$ cat config.mk
export PLATFORM = sky130hd
export DESIGN_NAME = mc_control_flat
export DESIGN_NICKNAME = d
export VERILOG_FILES = /design/src/rtl/mc_pkg.sv /design/src/rtl/mc_if.sv /design/src/rtl/mc_ctrl_decode.sv /design/src/rtl/mc_control.sv /design/src/flat_wrapper.sv
export SDC_FILE = /design/constraint.sdc
export NUM_CORES = 1
export LEC_CHECK = 0
export ABC_AREA = 0
export CAP_MARGIN = 40
export CORE_AREA = 2 2 45 47
export CTS_CLUSTER_SIZE = 14
export DETAILED_ROUTE_END_ITERATION = 8
export DIE_AREA = 0 0 47 49
export GPL_TIMING_DRIVEN = 0
export PLACE_DENSITY = 0.81
export SYNTH_ARGS = -nofsm -noshare
export SYNTH_HDL_FRONTEND = slang
export SYNTH_HIERARCHICAL = 1
export SYNTH_SLANG_ARGS = --single-unit
$ cat constraint.sdc
create_clock -name clk -period 2.9 [get_ports clk]
set_clock_uncertainty 0.2 [all_clocks]
set_input_delay 0.58 -clock clk [delete_from_list [all_inputs] [get_ports clk]]
set_output_delay 0.58 -clock clk [all_outputs]
set_load 0.02 [all_outputs]
$ cat src/rtl/mc_pkg.sv
// Shared types for the multi-cycle MIPS controller: state encoding, opcodes,
// datapath select encodings and the packed control-word struct.
package mc_pkg;

  typedef enum logic [3:0] {
    S_FETCH    = 4'd0,
    S_DECODE   = 4'd1,
    S_MEMADDR  = 4'd2,
    S_MEMREAD  = 4'd3,
    S_MEMWB    = 4'd4,
    S_MEMWRITE = 4'd5,
    S_EXEC     = 4'd6,
    S_RWB      = 4'd7,
    S_BRANCH   = 4'd8,
    S_JUMP     = 4'd9,
    S_ADDI_EX  = 4'd10,
    S_ADDI_WB  = 4'd11,
    S_HALT     = 4'd12
  } state_e;

  localparam logic [5:0] OP_RTYPE = 6'b000000;
  localparam logic [5:0] OP_J     = 6'b000010;
  localparam logic [5:0] OP_BEQ   = 6'b000100;
  localparam logic [5:0] OP_BNE   = 6'b000101;
  localparam logic [5:0] OP_ADDI  = 6'b001000;
  localparam logic [5:0] OP_LW    = 6'b100011;
  localparam logic [5:0] OP_SW    = 6'b101011;

  localparam logic [1:0] SRCB_B       = 2'b00;
  localparam logic [1:0] SRCB_FOUR    = 2'b01;
  localparam logic [1:0] SRCB_IMM     = 2'b10;
  localparam logic [1:0] SRCB_IMM_SH2 = 2'b11;

  localparam logic [1:0] ALUOP_ADD   = 2'b00;
  localparam logic [1:0] ALUOP_SUB   = 2'b01;
  localparam logic [1:0] ALUOP_FUNCT = 2'b10;

  localparam logic [1:0] PCSRC_ALU    = 2'b00;
  localparam logic [1:0] PCSRC_ALUOUT = 2'b01;
  localparam logic [1:0] PCSRC_JUMP   = 2'b10;

  typedef struct packed {
    logic       pc_write;
    logic       pc_write_cond;
    logic       beq_or_bne;
    logic [1:0] pc_source;
    logic       iord;
    logic       mem_read;
    logic       mem_write;
    logic       ir_write;
    logic       reg_dst;
    logic       mem_to_reg;
    logic       reg_write;
    logic       alu_src_a;
    logic [1:0] alu_src_b;
    logic [1:0] alu_op;
  } ctrl_t;

endpackage

$ cat src/rtl/mc_if.sv
// Controller <-> datapath bundle: opcode/mem_ready toward the controller,
// control strobes and debug state back to the datapath.
interface mc_if;
  logic [5:0] opcode;
  logic       mem_ready;
  logic       PCWrite;
  logic       PCWriteCond;
  logic       BEQorBNE;
  logic [1:0] PCSource;
  logic       IorD;
  logic       MemRead;
  logic       MemWrite;
  logic       IRWrite;
  logic       RegDst;
  logic       MemtoReg;
  logic       RegWrite;
  logic       ALUSrcA;
  logic [1:0] ALUSrcB;
  logic [1:0] ALUOp;
  logic [3:0] state_o;

  modport master (
    input  opcode, mem_ready,
    output PCWrite, PCWriteCond, BEQorBNE, PCSource, IorD, MemRead, MemWrite,
           IRWrite, RegDst, MemtoReg, RegWrite, ALUSrcA, ALUSrcB, ALUOp, state_o
  );

  modport slave (
    output opcode, mem_ready,
    input  PCWrite, PCWriteCond, BEQorBNE, PCSource, IorD, MemRead, MemWrite,
           IRWrite, RegDst, MemtoReg, RegWrite, ALUSrcA, ALUSrcB, ALUOp, state_o
  );
endinterface

$ cat src/rtl/mc_ctrl_decode.sv
// Moore output decode: state -> control word, purely combinational (0 latency).
// mem_go_i gates the FETCH write strobes while memory is stalling; rst_i kills all enables.
module mc_ctrl_decode
  import mc_pkg::*;
(
  input  state_e      state_i,
  input  logic        rst_i,
  input  logic        mem_go_i,
  input  logic [5:0]  opcode_q_i,
  output ctrl_t       ctrl_o
);

  always_comb begin
    ctrl_o = '0;
    case (state_i)
      S_FETCH: begin
        ctrl_o.mem_read  = 1'b1;
        ctrl_o.ir_write  = mem_go_i;
        ctrl_o.pc_write  = mem_go_i;
        ctrl_o.alu_src_b = SRCB_FOUR;
        ctrl_o.alu_op    = ALUOP_ADD;
        ctrl_o.pc_source = PCSRC_ALU;
      end
      S_DECODE: begin
        ctrl_o.alu_src_b = SRCB_IMM_SH2;
        ctrl_o.alu_op    = ALUOP_ADD;
      end
      S_MEMADDR, S_ADDI_EX: begin
        ctrl_o.alu_src_a = 1'b1;
        ctrl_o.alu_src_b = SRCB_IMM;
        ctrl_o.alu_op    = ALUOP_ADD;
      end
      S_MEMREAD: begin
        ctrl_o.mem_read = 1'b1;
        ctrl_o.iord     = 1'b1;
      end
      S_MEMWB: begin
        ctrl_o.reg_write  = 1'b1;
        ctrl_o.mem_to_reg = 1'b1;
      end
      S_MEMWRITE: begin
        ctrl_o.mem_write = 1'b1;
        ctrl_o.iord      = 1'b1;
      end
      S_EXEC: begin
        ctrl_o.alu_src_a = 1'b1;
        ctrl_o.alu_src_b = SRCB_B;
        ctrl_o.alu_op    = ALUOP_FUNCT;
      end
      S_RWB: begin
        ctrl_o.reg_write = 1'b1;
        ctrl_o.reg_dst   = 1'b1;
      end
      S_BRANCH: begin
        ctrl_o.alu_src_a     = 1'b1;
        ctrl_o.alu_src_b     = SRCB_B;
        ctrl_o.alu_op        = ALUOP_SUB;
        ctrl_o.pc_write_cond = 1'b1;
        ctrl_o.pc_source     = PCSRC_ALUOUT;
        ctrl_o.beq_or_bne    = (opcode_q_i == OP_BEQ);
      end
      S_JUMP: begin
        ctrl_o.pc_write  = 1'b1;
        ctrl_o.pc_source = PCSRC_JUMP;
      end
      S_ADDI_WB: begin
        ctrl_o.reg_write = 1'b1;
      end
      default: begin
        ctrl_o = '0;
      end
    endcase

    // State is already FETCH during reset; only the architectural writes need killing.
    if (rst_i) begin
      ctrl_o.pc_write      = 1'b0;
      ctrl_o.pc_write_cond = 1'b0;
      ctrl_o.ir_write      = 1'b0;
      ctrl_o.mem_write     = 1'b0;
      ctrl_o.reg_write     = 1'b0;
    end
  end

endmodule

$ cat src/rtl/mc_control.sv
// Multi-cycle MIPS control FSM: state register, next-state logic and opcode latch.
// Optional MC_MEM_WAIT_EN holds FETCH/MEMREAD/MEMWRITE until mem_ready; otherwise one cycle per state.
module mc_control
  import mc_pkg::*;
#(
  parameter int ILLEGAL_HALT = 1
) (
  input  logic     clk,
  input  logic     rst,
  mc_if.master     bus
);

  state_e     state_q, state_d;
  logic [5:0] opcode_q, opcode_d;
  logic       mem_go;
  ctrl_t      ctrl;

`ifdef MC_MEM_WAIT_EN
  assign mem_go = bus.mem_ready;
`else
  assign mem_go = 1'b1;
`endif

  always_ff @(posedge clk or posedge rst) begin
    if (rst) begin
      state_q  <= S_FETCH;
      opcode_q <= '0;
    end else begin
      state_q  <= state_d;
      opcode_q <= opcode_d;
    end
  end

  always_comb begin
    state_d  = state_q;
    opcode_d = opcode_q;
    case (state_q)
      S_FETCH:    if (mem_go) state_d = S_DECODE;
      S_DECODE: begin
        opcode_d = bus.opcode;
        case (bus.opcode)
          OP_LW, OP_SW:   state_d = S_MEMADDR;
          OP_RTYPE:       state_d = S_EXEC;
          OP_BEQ, OP_BNE: state_d = S_BRANCH;
          OP_J:           state_d = S_JUMP;
          OP_ADDI:        state_d = S_ADDI_EX;
          default:        state_d = (ILLEGAL_HALT != 0) ? S_HALT : S_FETCH;
        endcase
      end
      S_MEMADDR:  state_d = (opcode_q == OP_SW) ? S_MEMWRITE : S_MEMREAD;
      S_MEMREAD:  if (mem_go) state_d = S_MEMWB;
      S_MEMWRITE: if (mem_go) state_d = S_FETCH;
      S_EXEC:     state_d = S_RWB;
      S_ADDI_EX:  state_d = S_ADDI_WB;
      S_HALT:     state_d = S_HALT;
      default:    state_d = S_FETCH;
    endcase
  end

  mc_ctrl_decode u_decode (
    .state_i    (state_q),
    .rst_i      (rst),
    .mem_go_i   (mem_go),
    .opcode_q_i (opcode_q),
    .ctrl_o     (ctrl)
  );

  assign bus.PCWrite     = ctrl.pc_write;
  assign bus.PCWriteCond = ctrl.pc_write_cond;
  assign bus.BEQorBNE    = ctrl.beq_or_bne;
  assign bus.PCSource    = ctrl.pc_source;
  assign bus.IorD        = ctrl.iord;
  assign bus.MemRead     = ctrl.mem_read;
  assign bus.MemWrite    = ctrl.mem_write;
  assign bus.IRWrite     = ctrl.ir_write;
  assign bus.RegDst      = ctrl.reg_dst;
  assign bus.MemtoReg    = ctrl.mem_to_reg;
  assign bus.RegWrite    = ctrl.reg_write;
  assign bus.ALUSrcA     = ctrl.alu_src_a;
  assign bus.ALUSrcB     = ctrl.alu_src_b;
  assign bus.ALUOp       = ctrl.alu_op;
  assign bus.state_o     = state_q;

endmodule
$ cat src/flat_wrapper.sv
// flat-port wrapper written by rule: the top's interface ports become plain ports
module mc_control_flat import mc_pkg::*;
#(
  parameter int ILLEGAL_HALT = 1
)
  (clk, rst, bus_opcode, bus_mem_ready, bus_PCWrite, bus_PCWriteCond, bus_BEQorBNE, bus_PCSource, bus_IorD, bus_MemRead, bus_MemWrite, bus_IRWrite, bus_RegDst, bus_MemtoReg, bus_RegWrite, bus_ALUSrcA, bus_ALUSrcB, bus_ALUOp, bus_state_o);
  mc_if bus_i ();
  input  logic clk;
  input  logic rst;
  input wire logic [$bits(bus_i.opcode)-1:0] bus_opcode;
  input wire logic [$bits(bus_i.mem_ready)-1:0] bus_mem_ready;
  output wire logic [$bits(bus_i.PCWrite)-1:0] bus_PCWrite;
  output wire logic [$bits(bus_i.PCWriteCond)-1:0] bus_PCWriteCond;
  output wire logic [$bits(bus_i.BEQorBNE)-1:0] bus_BEQorBNE;
  output wire logic [$bits(bus_i.PCSource)-1:0] bus_PCSource;
  output wire logic [$bits(bus_i.IorD)-1:0] bus_IorD;
  output wire logic [$bits(bus_i.MemRead)-1:0] bus_MemRead;
  output wire logic [$bits(bus_i.MemWrite)-1:0] bus_MemWrite;
  output wire logic [$bits(bus_i.IRWrite)-1:0] bus_IRWrite;
  output wire logic [$bits(bus_i.RegDst)-1:0] bus_RegDst;
  output wire logic [$bits(bus_i.MemtoReg)-1:0] bus_MemtoReg;
  output wire logic [$bits(bus_i.RegWrite)-1:0] bus_RegWrite;
  output wire logic [$bits(bus_i.ALUSrcA)-1:0] bus_ALUSrcA;
  output wire logic [$bits(bus_i.ALUSrcB)-1:0] bus_ALUSrcB;
  output wire logic [$bits(bus_i.ALUOp)-1:0] bus_ALUOp;
  output wire logic [$bits(bus_i.state_o)-1:0] bus_state_o;
  assign bus_i.opcode = bus_opcode;
  assign bus_i.mem_ready = bus_mem_ready;
  assign bus_PCWrite = bus_i.PCWrite;
  assign bus_PCWriteCond = bus_i.PCWriteCond;
  assign bus_BEQorBNE = bus_i.BEQorBNE;
  assign bus_PCSource = bus_i.PCSource;
  assign bus_IorD = bus_i.IorD;
  assign bus_MemRead = bus_i.MemRead;
  assign bus_MemWrite = bus_i.MemWrite;
  assign bus_IRWrite = bus_i.IRWrite;
  assign bus_RegDst = bus_i.RegDst;
  assign bus_MemtoReg = bus_i.MemtoReg;
  assign bus_RegWrite = bus_i.RegWrite;
  assign bus_ALUSrcA = bus_i.ALUSrcA;
  assign bus_ALUSrcB = bus_i.ALUSrcB;
  assign bus_ALUOp = bus_i.ALUOp;
  assign bus_state_o = bus_i.state_o;
  mc_control #(.ILLEGAL_HALT(ILLEGAL_HALT)) u_core (.clk(clk), .rst(rst), .bus(bus_i));
endmodule
Yosys cells after proc, flatten, opt, wreduce, memory -nomap -nowiden:

Index checks and enable logic that the tools add are counted.

* word-level logic and storage cells: 50
* output and inout port bits: 21
* input bits: 9
* register bits after elaboration: 10

* eq/ne operators: 20
* muxes and demuxes: 18
* reductions and logical operators: 10

Operators by type and width (count)
* 4-bit one-hot mux with 5 select lines: 2
* 4-bit one-hot mux with 7 select lines: 1
* 4-bit equality test (second input constant): 5
* 6-bit by 3-bit equality test with 1-bit output (second input constant): 3
* 6-bit equality test (second input constant): 3
* 4-bit by 3-bit equality test with 1-bit output (second input constant): 4
* 2-bit OR reduction: 6
* 1-bit 2-to-1 mux: 10
* 4-bit by 2-bit equality test with 1-bit output (second input constant): 2
* 6-bit by 2-bit equality test with 1-bit output (second input constant): 1
* 6-bit by 4-bit equality test with 1-bit output (second input constant): 1
* 6-bit zero test: 1
* 2-bit 2-to-1 mux: 3
* 4-bit by 1-bit equality test with 1-bit output (second input constant): 1
* 4-bit zero test: 1
* 2-bit one-hot mux with 2 select lines: 1
* 4-bit OR reduction: 1
* 3-bit 2-to-1 mux: 1
* 3-bit OR reduction: 1

Longest topological paths before layout:

* word-level depth: 4
* mapped depth: 5

By module:

Netlist, hierarchy kept.

By module, submodules not included
* mc_control: area an instance 575.6 um2, seq. area each 250.2 um2, instances 1, cells each 58
* mc_ctrl_decode: area an instance 231.5 um2, seq. area each 0.0 um2, instances 1, cells each 34

Worst setup path after synthesis:

OpenSTA, ideal clock, no wires.

* kind: register to output
* from: reg u_core.state_q[3] (netlist: u_core/bus.state_o[3])
* to: out bus_BEQorBNE
* cell stages (with the launch flop): 3
* path buffers: 0
* arrival time: 1956 ps
* setup slack: 164 ps
* cell sequence: dfrtp_1 -> nor4b_1 -> and4b_1

* word-level cells in the longest chain between the ends: 2

Ends and longest elaborated chain
* from (decl): line mc_control.sv:13 `state_e state_q, state_d;`
* from (signal assigned): line mc_control.sv:29 `state_q <= state_d;`
* 4-bit equality test: line mc_ctrl_decode.sv:15 `case (state_i)`
* 2-bit 2-to-1 mux: line mc_ctrl_decode.sv:15
* to (decl): line flat_wrapper.sv:14 `output wire logic [$bits(bus_i.BEQorBNE)-1:0] bus_BEQorBNE;`

No other way between the ends.

Worst setup path in the final report:

* from: reg u_core.state_q[2] (netlist: u_core/bus.state_o[2])
* to: out bus_IorD

* word-level cells in the longest chain between the ends: 3

Ends and longest elaborated chain
* 4-bit by 2-bit equality test with 1-bit output or 4-bit by 3-bit equality test with 1-bit output (tied branches): line mc_ctrl_decode.sv:15
* 2-bit OR reduction (no source line) (*)
* 1-bit 2-to-1 mux (*): line mc_ctrl_decode.sv:15
* to (decl): line flat_wrapper.sv:16 `output wire logic [$bits(bus_i.IorD)-1:0] bus_IorD;`

Every way passes the cells marked *; elsewhere a longest branch is shown, timed or not.

==> results.tsv <==
metric	value	unit
run status	finished clean	
synthesized cell area	807	sq um
final count of hold timing violations	0	
tightest hold margin	0.325	ns
maximum buffer depth of the clock tree	2	
starting utilization of the core area	43.8	%
final number of max-transition violations	0	
min Tclk post-route	2.77	ns
setup repair after global routing missed its margin	false	
worst-case setup slack after placement	-0.00181	ns
Final Cycle Share	95.4	%
areal power density over the cells	893	mW/mm^2
number of optimization iterations in the first detailed-route pass	2	
later-pin clock latency in the skew report	0.26	ns
Crit path buffers/inverters	2	
global-route wire length before repair	3280	um
total die area	0.00230	sq mm
area growth from synthesis to final layout	43.3	%
vias in the first global route	735	
Post-CTS Setup Bufs	0	
total design power	0.00103	W
number of enable-type register cells in the synthesized netlist	0	
Placement Rows	16	
number of buffers added on ports	28	
number of sinks handled by clock tree synthesis	10	
highest cell delay on the worst timing path	0.63	ns
clock transition at the registers of the reported paths	0.05	ns
antenna violations before repair	0	
combined area of the multi-input logic cells	518	sq um
routed wirelength normalized by instance count	12.9	um
most common flop cell mapped by yosys	dfrtp_1	
wire length reported by the detailed router	1950	um
worst endpoint data arrival time	1.99	ns
leakage dissipation	0.478	nW
cell area after placement	0.00112	sq mm
overall track demand over capacity in global routing	19.9	%
Yosys warning count	6	
violation count after the first detailed-route iteration	6	
Clock Tree Root	clkbuf_4	
ports placed on the boundary	30	
sort of element at the end of the critical path	output pin	
Synth Area per Inst	8.77	sq um
Hold WC Path Type	reg -> reg	
Crit Path Category	reg -> out	
FFs w/ async S/R, synth	100	%
count of cell types in the netlist	37	
flip-flop and latch count after synthesis	10	
ordered list of cells on the worst path	buf_2 > xnor2_1 > nor3b_1 > clkdlybuf4s50_1	
number of buffers added by the clock tree synthesis step	3	
Max VDD drop	0.000470	V
pin count of the biggest net entering global routing	12	
DR vias	813	
post-route DRC violation count	0	
share of synthesized area occupied by flip-flops and latches	31.0	%
element type at the critical path start	register	
post-detailed-route count of antenna-violating nets	0	
number of inserted filler cells in the final layout	191	
Core ar.	0.00184	sq mm
CTS tree	done	
maximum fanout encountered on the critical timing path	10	
crit path setup slack, layout	0.134	ns
Required @ worst endpoint	2.12	ns
net count of the finished layout	135	
die outline width	47	um
post-route cell area	0.00116	sq mm
Vias/cell	5.38	
die height	49	um
Final Setup Violations	0	
routability-driven placement congestion ratio	0.821	
ratio of cells with drive above 1 in the final layout	17.7	%
kind of cell with the highest combined delay on the critical path	buffers and inverters	
max-cap violation count	0	
number of diodes	0	
Crit-path slowest cell	clkdlybuf4s50_1	
achievable frequency	361	MHz
H-Tree Level Count	1	
detailed placer's ending HPWL	1510	um
area of all sequential standard cells	253	sq um
overall overflow remaining after global route	0	
final core occ	62.8	%
cells after synthesis	92	
[timing repair]
action / 4_1_cts / 5_1_grt
setup endpoints to repair: 7 / 4
endpoints found under the hold margin: 0 / 0
resized for setup: 6 / 4
pin swaps: 0 / 0
hold buffers: 0 / 0
[cell usage in the layout (no fill, tap or decap), types with 4 or more instances in the layout]
master | Yosys | routed
mux2_2 | 6 | 6
clkdlybuf4s50_1 | 0 | 22
nand2b_1 | 4 | 4
nand2_1 | 5 | 5
dfrtp_1 | 10 | 8
buf_2 | 5 | 6
o21ai_0 | 4 | 4
nor2_1 | 5 | 5
xnor2_1 | 4 | 4
a21oi_1 | 4 | 4
dlygate4sd2_1 | 0 | 4
nor3_1 | 5 | 5
[cell usage after synthesis, types with 2 or more instances]
cell type  instances  area, sq um
a211oi_1           2         15.0
a21oi_1            4         20.0
and3_1             2         12.5
and4b_1            2         20.0
buf_2              5         25.0
dfrtp_1           10          250
inv_1              3         11.3
mux2_2             6         67.6
nand2_1            5         18.8
nand2b_1           4         25.0
nand3_1            2         10.0
nor2_1             5         18.8
nor3_1             5         25.0
nor3b_1            3         22.5
nor4_1             2         12.5
nor4b_1            4         35.0
o21ai_0            4         20.0
or3b_1             2         17.5
xnor2_1            4         35.0
[sequential cells by signal, summed over array words and instances (netlist names)]
signal	count
u_core/opcode_q	6
u_core/bus.state_o	4
[cell families (layout without fill, tap and decap cells)]
| logic type | after synthesis | after routing | synth area share, % |
|---|---|---|---|
| other | 1 | 2 | 0.465 |
| muxes | 6 | 6 | 8.37 |
| DFF | 10 | 10 | 31.0 |
| xor gates and xnor gates | 4 | 4 | 4.34 |
| AOI/OAI and AO/OA | 18 | 18 | 16.4 |
| buffers and inverters | 10 | 41 | 6.05 |
| and+or+nand+nor | 43 | 43 | 33.3 |
[where the power goes]
group	internal, W	switching (W)	total [W]
combinational	0.000326	0.000326	0.000652
clock	0.0000476	0.0000415	0.0000891
sequential	0.000207	0.0000847	0.000291
[worst reg2reg max path: cells and delay by family, from the launching register on]
| family | cells | cell delay, ns |
|---|---|---|
| buf+inv | 3 | 0.51 |
| flops | 1 | 0.44 |
| mux | 1 | 0.36 |
| simple gates | 1 | 0.17 |
[stage by stage]
stage,setup TNS (ns),cells
floorplan,0,93
global placement,-0.0119,148
detailed placement,-0.00181,148
CTS,0,151
global route,0,151
finish,0,151
[worst paths after layout]
kind / start / to / slack, ns / cells after the start
min in group asynchronous: rst / u_core/opcode_q[3] / 0.59 / 2
max in group asynchronous: rst / u_core/bus.state_o[3] / 1.63 / 2
setup / recovery: u_core/bus.state_o[2] / bus_IorD / 0.13 / 4
hold reg to reg: u_core/opcode_q[2] / u_core/opcode_q[2] / 0.32 / 1
setup reg to reg: u_core/bus.state_o[1] / u_core/opcode_q[0] / 1.11 / 5
hold / removal: u_core/opcode_q[2] / u_core/opcode_q[2] / 0.32 / 1
[routing by layer]
layer,track usage [%],vias up,routed length (um)
met5,0,-,0
met4,6.94,0,27
met3,5.56,4,115
met2,34.7,28,1000
met1,21.9,373,806
li1,-,408,-
[layout make-up]
type	instances	area share (%)
Multi-Input combinational cell	73	44.8
Timing Repair Buffer	28	24.2
Tap cell	27	2.92
Clock buffer	3	1.95
Sequential cell	10	21.9
Buffer	7	3.25
Inverter	3	0.974
Power figures use the tool's default switching activity.
==> patch, RTL diff (config.mk and constraints unchanged) <==
The option `MC_MEM_WAIT_EN` is turned on by a define.
--- a/src/rtl/mc_control.sv
+++ b/src/rtl/mc_control.sv
@@ -1,5 +1,7 @@
 // Multi-cycle MIPS control FSM: state register, next-state logic and opcode latch.
 // Optional MC_MEM_WAIT_EN holds FETCH/MEMREAD/MEMWRITE until mem_ready; otherwise one cycle per state.
+`define MC_MEM_WAIT_EN
+
 module mc_control
   import mc_pkg::*;
 #(
Behaviour: not the same (a bounded check fails within 4 cycles, from zero or initial values and one cycle with rst high).
==> patch against the original RTL <==
  * Fmax about the same
  * Clock power increased by 39%
  * Combinational power increased by 49%
  * Highest routed layer is now met3
  * Hold slack improved by 0.0062 ns
  * Total power increased by 35%
  * Synthesized area increased by 9.8%
  * Worst setup slack improved by 0.0015 ns
  * First-iteration DRC count increased to 3.2 times the old value
  * Critical endpoint is now bus_IRWrite
  * Largest cell class unchanged
  * Sequential cell count unchanged
  * Final area increased by 11%
  * Wire length increased by 14%
==> patch: results (changes against the original RTL) <==
Drt
  • Via Count: 926 (was 813)
  • Via density: 5.61 (was 5.38)
  • Drt pass-1 iters: 4 (was 2)
  • DR iter-0 viols: 19 (was 6)
  • Final WL: 2.23 mm (was 1.95 mm)

Placement
  • Post-Place Cells: 159 (was 148)
  • IO buf count: 29 (was 28)
  • Final GP Congestion: 0.760 (was 0.821)
  • Hpwl dp: 1.66 mm (was 1.51 mm)
  • Pre-CTS WS: -0.485 ns (was -0.00181 ns)

Synthesis
  • Area contributors post-synth: dfrtp_1 (28%), mux2_2 (7.6%), nand2b_1 (5.6%) (was dfrtp_1 (31%), mux2_2 (8.4%), nor4b_1 (4.3%))
  • Fraction of registers with async set/reset: 1.00 (unchanged)
  • Post-synth net total: 112
  • Register area share after synthesis: 0.282 (was 0.310)
  • Distinct cells, synth: 38 (was 37)
  • Cell count after synthesis: 103 (was 92)
  • Xor and xnor area share after synthesis: 0.0395 (was 0.0434)
  • Yosys warnings: 6 (unchanged)
  • Synth Area in Compound Gates: 0.196 (was 0.164)
  • Multiplexer share of the synthesized area: 0.0763 (was 0.0837)
  • Post-synth top cells: dfrtp_1 (10), nand2b_1 (8), mux2_2 (6), nor2_1 (6), nor3_1 (6) (was dfrtp_1 (10), mux2_2 (6))
  • Post-Synth Adder-Cell Area: 0 (unchanged)

Cells and area
  • Largest reg by FF count: u_core/opcode_q (unchanged)
  • Fraction of layout cells with a size suffix above 1: 0.203 (was 0.177)
  • Max FFs per register: 6 (unchanged)
  • Nets@finish: 148 (was 135)
  • N_diodes: 0 (unchanged)

Worst setup path
  • CP Max Fanout: 10 (unchanged)
  • CP max-delay cell: dfrtp_2 (was clkdlybuf4s50_1)
  • Data arrival, critical path: 1.98 ns
  • Top delay family on crit path: simple AND/OR/NAND/NOR gates (was buffers and inverters)
  • Crit path largest cell delay: 0.46 ns (was 0.63 ns)

Clock network
  • Clk slew on worst S/H paths: 0.07 ns (was 0.05 ns)
  • Total CTS buffers: 3 (unchanged)
  • Worst-skew pair later-pin latency: 0.26 ns (about the same)
  • H-Tree Depth: 1 (unchanged)
  • Root buf cell: clkbuf_4 (unchanged)
  • Clk buf depth: 2 (unchanged)

Hold path
  • Hold/Removal Path Class: flip-flop to flip-flop (unchanged)

Timing
  • Worst-Margin Slew: 0.426 ns

Global route
  • Global-route wire length before repair: 3.64 mm (was 3.28 mm)
  • Pin count of the biggest net entering global routing: 13 (was 12)
  • Initial antenna violation count: 0 (unchanged)
  • Vias in the first global route: 822 (was 735)
  • Total Routing Usage GR: 0.212 (was 0.199)

Status
  • Status: completed (unchanged)

Power and ir drop
  • Peak VDD IR: 0.642 mV (was 0.470 mV)
  • Leakage: 0.520 nW (was 0.478 nW)
## patch: per-stage QoR
stage                     TNS, ns  area [um2]   util  hold WS (ns)
after floorplan                 0         886      -         0.220
after global placement     -0.498        1210  0.657         0.312
after detailed placement   -0.585        1210  0.657         0.325
after CTS                       0        1250  0.679         0.338
after global routing            0        1280  0.695         0.357
final                           0        1280  0.695         0.331
## patch: final cells by class
class / count / area [um2]
Multi-Input combinational cell: 80 / 591
Fill cell: 161 / 562
Timing Repair Buffer: 31 / 307
Sequential cell: 10 / 253
Buffer: 8 / 41.3
Clock buffer: 4 / 36.3
Tap cell: 27 / 33.8
Inverter: 5 / 18.8
## patch: worst paths after layout
kind                                                         from                                 to  slack [ns]  depth (start not counted)
max in group asynchronous                                     rst  u_core/bus.state_o[1]$_DFFE_PP0P_        1.61                          2
worst max register to register  u_core/bus.state_o[3]$_DFFE_PP0P_     u_core/opcode_q[1]$_DFFE_PP0P_        0.99                          4
min in group asynchronous                                     rst  u_core/bus.state_o[3]$_DFFE_PP0P_        0.59                          2
worst min-delay path               u_core/opcode_q[2]$_DFFE_PP0P_     u_core/opcode_q[2]$_DFFE_PP0P_        0.33                          1
worst min register to register     u_core/opcode_q[2]$_DFFE_PP0P_     u_core/opcode_q[2]$_DFFE_PP0P_        0.33                          1
worst max-delay path            u_core/bus.state_o[0]$_DFFE_PP0P_                        bus_IRWrite        0.14                          4
## patch: kinds of logic (layout without fill, tap and decap cells)
group / Yosys count / after routing
AND/OR/NAND/NOR: 46 / 46
AO/OA/AOI/OAI: 24 / 24
buffers and inverters: 13 / 48
flip-flops: 10 / 10
multiplexers: 6 / 6
XOR/XNOR: 4 / 4
## patch: power by group
group          internal (mW)  switching (mW)
Clock                 0.0762          0.0475
Sequential             0.215          0.0889
Combinational          0.468           0.503
Total                  0.759           0.640
## patch: what timing repair did
| action | in CTS | in global routing |
|---|---|---|
| gates resized for setup | 10 | 4 |
| setup endpoints to repair | 8 | 4 |
| buffers inserted | 0 | 2 |
## patch: per-layer routing
metal,share of wire,track usage,up-vias
li1,-,-,458
met1,0.42,0.270,442
met2,0.54,0.354,26
met3,0.037,0.0556,0
met4,0,0.0417,0
met5,0,0,-
